--- src/rtl/nlfsr_pkg.sv ---
// Shared types and helpers for the NLFSR tap-set enumerator.
package nlfsr_pkg;

    localparam int TAP_W = 8;

    typedef enum logic [2:0] {
        IDLE,
        LOAD,
        RUN,
        REPORT,
        NEXT,
        DONE
    } state_t;

    function automatic int cand_space(
        input int size,
        input int ntaps,
        input int tap_min
    );
        int n;
        n = 1;
        for (int i = 0; i < ntaps; i++) begin
            n = n * (size - tap_min);
        end
        return n;
    endfunction

endpackage

--- src/rtl/tap_odometer.sv ---
// Ripple-carry digit counter over tap bytes TAP_MIN..SIZE-1.
module tap_odometer
    import nlfsr_pkg::*;
#(
    parameter int NUM_OF_TAPS = 6,
    parameter int SIZE        = 11,
    parameter int TAP_MIN     = 1
) (
    input  logic                         clk,
    input  logic                         res,
    input  logic                         clr,
    input  logic                         step,
    output logic [NUM_OF_TAPS*TAP_W-1:0] taps,
    output logic                         wrap
);

    localparam logic [TAP_W-1:0] T_MAX = TAP_W'(SIZE - 1);
    localparam logic [TAP_W-1:0] T_MIN = TAP_W'(TAP_MIN);

    logic [NUM_OF_TAPS-1:0]       at_max;
    logic [NUM_OF_TAPS*TAP_W-1:0] nxt;

    always_comb begin
        at_max = '0;
        for (int k = 0; k < NUM_OF_TAPS; k++) begin
            at_max[k] = (taps[k*TAP_W +: TAP_W] == T_MAX);
        end
    end

    assign wrap = &at_max;

    always_comb begin
        logic run;
        run = 1'b1;
        nxt = taps;
        for (int k = 0; k < NUM_OF_TAPS; k++) begin
            if (run) begin
                nxt[k*TAP_W +: TAP_W] = at_max[k] ? T_MIN
                                      : taps[k*TAP_W +: TAP_W] + 1'b1;
            end
            run = run & at_max[k];
        end
    end

    // On overflow the final candidate is kept rather than wrapping.
    always_ff @(posedge clk or posedge res) begin
        if (res) begin
            taps <= {NUM_OF_TAPS{T_MIN}};
        end else if (clr) begin
            taps <= {NUM_OF_TAPS{T_MIN}};
        end else if (step && !wrap) begin
            taps <= nxt;
        end
    end

endmodule

--- src/rtl/nlfsr_tap_enumerator.sv ---
// Sweeps every tap-set candidate through the NLFSR period checker.
// Define TIMEOUT_EN to add a per-candidate RUN watchdog and timeout_count.
module nlfsr_tap_enumerator
    import nlfsr_pkg::*;
#(
    parameter int SIZE        = 11,
    parameter int NUM_OF_TAPS = 6,
    parameter int TAP_MIN     = 1,
    parameter int RST_CYCLES  = 2,
    parameter int CNT_W       = 32
`ifdef TIMEOUT_EN
    ,
    parameter int TIMEOUT_CYC = (1 << SIZE) + 16
`endif
) (
    input  logic                         clk,
    input  logic                         res,
    input  logic                         ena,
    input  logic                         start,
    output logic [NUM_OF_TAPS*TAP_W-1:0] co_buf,
    output logic                         nlfsr_res,
    output logic                         nlfsr_ena,
    input  logic                         found,
    input  logic                         failure,
    output logic                         res_valid,
    output logic [NUM_OF_TAPS*TAP_W-1:0] res_taps,
    input  logic                         res_ready,
    output logic                         busy,
    output logic                         done,
    output logic [CNT_W-1:0]             cand_count,
    output logic [CNT_W-1:0]             found_count
`ifdef TIMEOUT_EN
    ,
    output logic [CNT_W-1:0]             timeout_count
`endif
);

    localparam int RCW = (RST_CYCLES > 1) ? $clog2(RST_CYCLES) : 1;

    state_t         state;
    logic [RCW-1:0] rst_cnt;
    logic           odo_clr;
    logic           odo_step;
    logic           odo_wrap;

`ifdef TIMEOUT_EN
    localparam int TCW = (TIMEOUT_CYC > 1) ? $clog2(TIMEOUT_CYC) : 1;
    logic [TCW-1:0] run_cnt;
`endif

    assign odo_clr  = ena && start && (state == IDLE || state == DONE);
    assign odo_step = ena && (state == NEXT);

    // The checker only runs on cycles the global enable lets through.
    assign nlfsr_ena = ena && (state == RUN);

    tap_odometer #(
        .NUM_OF_TAPS(NUM_OF_TAPS),
        .SIZE       (SIZE),
        .TAP_MIN    (TAP_MIN)
    ) u_odo (
        .clk (clk),
        .res (res),
        .clr (odo_clr),
        .step(odo_step),
        .taps(co_buf),
        .wrap(odo_wrap)
    );

    always_ff @(posedge clk or posedge res) begin
        if (res) begin
            state       <= IDLE;
            rst_cnt     <= '0;
            nlfsr_res   <= 1'b1;
            res_valid   <= 1'b0;
            res_taps    <= '0;
            busy        <= 1'b0;
            done        <= 1'b0;
            cand_count  <= '0;
            found_count <= '0;
`ifdef TIMEOUT_EN
            run_cnt       <= '0;
            timeout_count <= '0;
`endif
        end else if (ena) begin
            unique case (state)
                IDLE, DONE: begin
                    if (start) begin
                        state       <= LOAD;
                        rst_cnt     <= '0;
                        busy        <= 1'b1;
                        done        <= 1'b0;
                        cand_count  <= '0;
                        found_count <= '0;
`ifdef TIMEOUT_EN
                        timeout_count <= '0;
`endif
                    end
                end
                LOAD: begin
                    if (rst_cnt == RCW'(RST_CYCLES - 1)) begin
                        state     <= RUN;
                        nlfsr_res <= 1'b0;
`ifdef TIMEOUT_EN
                        run_cnt   <= '0;
`endif
                    end else begin
                        rst_cnt <= rst_cnt + 1'b1;
                    end
                end
                RUN: begin
                    if (found) begin
                        state     <= REPORT;
                        nlfsr_res <= 1'b1;
                        res_valid <= 1'b1;
                        res_taps  <= co_buf;
                    end else if (failure) begin
                        state     <= NEXT;
                        nlfsr_res <= 1'b1;
                    end
`ifdef TIMEOUT_EN
                    else if (run_cnt == TCW'(TIMEOUT_CYC - 1)) begin
                        state         <= NEXT;
                        nlfsr_res     <= 1'b1;
                        timeout_count <= timeout_count + 1'b1;
                    end else begin
                        run_cnt <= run_cnt + 1'b1;
                    end
`endif
                end
                REPORT: begin
                    if (res_ready) begin
                        state       <= NEXT;
                        res_valid   <= 1'b0;
                        found_count <= found_count + 1'b1;
                    end
                end
                NEXT: begin
                    if (~&cand_count) begin
                        cand_count <= cand_count + 1'b1;
                    end
                    if (odo_wrap) begin
                        state <= DONE;
                        busy  <= 1'b0;
                        done  <= 1'b1;
                    end else begin
                        state   <= LOAD;
                        rst_cnt <= '0;
                    end
                end
                default: state <= IDLE;
            endcase
        end
    end

endmodule

--- config.mk ---
export PLATFORM = sky130hd
export DESIGN_NAME = nlfsr_tap_enumerator
export DESIGN_NICKNAME = d
export VERILOG_FILES = /design/src/rtl/nlfsr_pkg.sv /design/src/rtl/tap_odometer.sv /design/src/rtl/nlfsr_tap_enumerator.sv
export SDC_FILE = /design/constraint.sdc
export NUM_CORES = 1
export LEC_CHECK = 0
export ABC_AREA = 1
export ABC_CLOCK_PERIOD_IN_PS = 7450
export CORE_ASPECT_RATIO = 1.2
export CORE_MARGIN = 3
export CORE_UTILIZATION = 25
export DETAILED_ROUTE_END_ITERATION = 12
export PLACE_DENSITY = 0.54
export SYNTH_ARGS = -nofsm -noshare
export SYNTH_HDL_FRONTEND = slang
export SYNTH_SLANG_ARGS = --single-unit
--- constraint.sdc ---
create_clock -name clk -period 7.45 [get_ports clk]
set_input_delay 1.49 -clock clk [delete_from_list [all_inputs] [get_ports clk]]
set_output_delay 1.49 -clock clk [all_outputs]
set_load 0.02 [all_outputs]
==> impl_summary.md <==
Outcome
The flow ran to the end, and the final reports show no timing, DRC or antenna violations.

Logic synthesis
When the netlist entered floorplanning its net count stood at 1323. In the post-synthesis netlist, the biggest area contributors are dfrtp_1, nand2_1, nand3_1. The register bit total from synthesis is ~170.

The mean post-synth cell area is approximately 7.4 um2. dfrtp_1 takes more of the synthesized area than any other cell. Synthesis produced a netlist whose cell count is 1302. Summing every instance area after synthesis gives 9600 um2. Of the synthesized area, sequential elements account for 43.9%. For this run, the number of Yosys warnings is 0.

The top cell type by area accounts for roughly two fifths of the synthesized area. The number of library cell types mapped by synthesis is 33.

Route
The detailed-route wire length per cell is about 15 um. The total DRC errors in the routed layout is 0. The first detailed-routing pass took 5 iterations. The post-detailed-routing wire length is around 30000 um. The total vias in the final route is 8944. The detailed router finished its first iteration with just over 600 violations. The detail-routed via count per cell is 4.59. The count of nets left with antenna violations once routing finished came out at 0.

Critical path
In this design, the stage delay of the slowest critical-path cell is slightly above 0.6 ns. At the worst endpoint, the arrival time is 2.97 ns. The worst setup path category is in -> out. Traced cell by cell, the critical path runs through clkdlybuf4s50_1, inv_1, nor2_1, clkdlybuf4s50_1. In this design, the critical path's most frequently occurring cell is clkdlybuf4s50_1. The kind of cell with the highest combined delay along the critical path is buffers and inverters.

The kind of start point of the critical path is an input pin. Counting both buffers and inverters, the worst setup path holds a total of 3. The kind of capture point of the worst setup path is an output pin. The slowest cell on the critical path is clkdlybuf4s50_1. In this run the worst path has a maximum fanout of 5. The data required time at the worst endpoint is just under 6 ns.

CTS
The longest clock path from root to sink contains 2 buffers. TritonCTS built the clock tree. Clock tree synthesis selected as its root buffer the cell clkbuf_16. The number of setup buffers added after CTS is 0.

Gates resized during post-CTS repair numbered 0. The tree built by TritonCTS fans out to ~170 sinks. The number of buffers inserted for hold repair after clock tree synthesis is 0.

The H-tree level count is 4. The clock slew seen by the registers of the worst setup and hold paths is 0.07 ns. The clock reaches the later pin of the worst-skew pair after 0.46 ns. The number of clock buffers inserted by TritonCTS is 17.

Timing
For the pin with the worst max-slew slack, the measured transition is 1.03 ns. Across the routed clock network, the largest skew measured is roughly 0.013 ns. The worst path meets setup with approximately 3 ns of slack. The max-slew violation total from the final report was 0.

Summed over all failing endpoints, the final setup total negative slack is 0 ns. After layout, the minimum clock period comes to 4.46 ns. The normalized max-slew margin is about a third.

Final hold analysis gives a worst-case slack of 0.484 ns. Of the available clock period, the critical path in the final layout requires 59.9%. Setup repair after global routing left no endpoint under its margin. The count of final hold-check violations was 0. The number of failing setup endpoints in the final timing report is 0. Static timing analysis puts the maximum clock frequency at 0.224 GHz.

Global routing
The number of global-route vias before repair is 8771. The number of antenna violations at the first check in global routing came to 0. After global routing the overflow that remains totals 0. For this run, the total global-route usage over all layers was measured as 14.8%. The first global-routing pass estimated 47800 um of wire. The maximum number of pins on one net before global-route repair is 87.

Cells and area
The final core utilization is between 30 and 40%. The most common library cell in the layout ignoring fill and taps is nand2_1. The number of nets in the finished design is 1477. The number of fill cells is 4062. The relative area change from synthesis to final layout is 27.9%. In the final layout, the share of cells above drive strength 1 is 5.92%.

Leaving out fill and tap cells, the most frequent cells in the layout are nand2_1, clkdlybuf4s50_1, dfrtp_1, nor2_1, nand3_1. 0 antenna diodes ended up in the layout.

Placement
The total of buffers placed on input and output ports is approximately 170. The worst setup slack after placement is ~3 ns. At the end of routability-driven placement, the weighted congestion stood at 0.893. Once detailed placement completed, the half-perimeter wirelength came to 21400 um.

Floorplan
The initial utilization of the core area, before any placement, comes to 25.4%. The floorplan step set the die width to 185 um. The full die area is 40800 um2. The floorplan die height is 221 um. The floorplan has 78 rows. The total I/O pin count is 172. The area of the core region is 37900 um2.

Pwr
In this run the power density over the cells is around 240 nW/um2. The leakage power is 5.31 nW. IR analysis of the VDD net gives a maximum drop of 159 uV.

Run
The total of max-cap violations is 0.

Min path
The worst hold path belongs to the class reg -> reg.
-- synthesized netlist by cell type (all sizes together) --
cell,n
buf,36
o21bai,2
dfrtp,161
dfstp,7
nor3b,1
nor2,156
nand4,19
clkinv,1
or2,3
o21ai,111
mux2,11
a21oi,3
ha,14
nor3,38
inv,126
nand3,136
clkbuf,3
nand2,414
xnor2,14
xor2,45
and2,1
-- cells by family after synthesis --
family	after synthesis	share of synthesized area (%)
simple gates	768	34.0
flops	168	43.9
buf+inv	166	7.47
compound gates	116	6.18
xor+xnor	59	5.38
fa+ha+maj	14	1.82
mux	11	1.29
-- sequential cells by signal, summed over array words and instances (netlist names) --
name         cells
done             1
nlfsr_res        1
res_valid        1
rst_cnt          1
cand_count      32
state            3
found_count     32
busy             1
res_taps        48
u_odo.taps      48
-- where the power goes --
part	switching, mW	internal, mW	leakage (nW)
sequential	0.121	1.05	2.29
combinational	0.549	0.324	2.74
clock	0.426	0.467	0.281
-- final cells by class --
cell class	instances	area, um2	share of cell area, %
flip-flops and latches	168	4210	34.3
clock buffers	17	425	3.46
clock inverters	15	145	1.18
inverters	127	482	3.92
multi-input cells	968	4680	38.1
well taps	480	601	4.89
repair buffers	174	1730	14.1
-- layer usage --
metal | GRT usage (%) | part of all wire [%] | routed length (um)
met5 | 0 | 0 | 0
met4 | 5.35 | 2.1 | 612
met3 | 3.91 | 6.0 | 1760
met2 | 24.8 | 48 | 14200
met1 | 18.3 | 44 | 13100
-- tightest hold or removal path, cell delays in order, from the launching register on --
cell     delay, ns
dfrtp_1       0.34
nand2_1       0.05
o21ai_0       0.06
-- stage by stage --
| stage | cells | cell area [um2] | total power, mW |
|---|---|---|---|
| global placement | 1917 | 11700 | 2.07 |
| detailed placement | 1917 | 11700 | 2.07 |
| finish | 1949 | 12300 | 2.93 |
| global route | 1949 | 12300 | 3.12 |
| CTS | 1949 | 12300 | 2.99 |
| floorplan | 1302 | 9600 | 1.70 |
-- worst paths after layout --
kind	to	cells past startpoint	slack (ns)	start
setup / recovery	nlfsr_ena	4	2.99	ena
hold / removal	res_taps[20]	2	0.48	res_taps[20]
setup reg to reg	u_odo.taps[21]	9	4.60	state[1]
hold reg to reg	res_taps[20]	2	0.48	res_taps[20]
max in group asynchronous	u_odo.taps[35]	3	4.64	res
min in group asynchronous	u_odo.taps[21]	2	1.50	res
No activity file was read; power rests on OpenSTA's default activity.
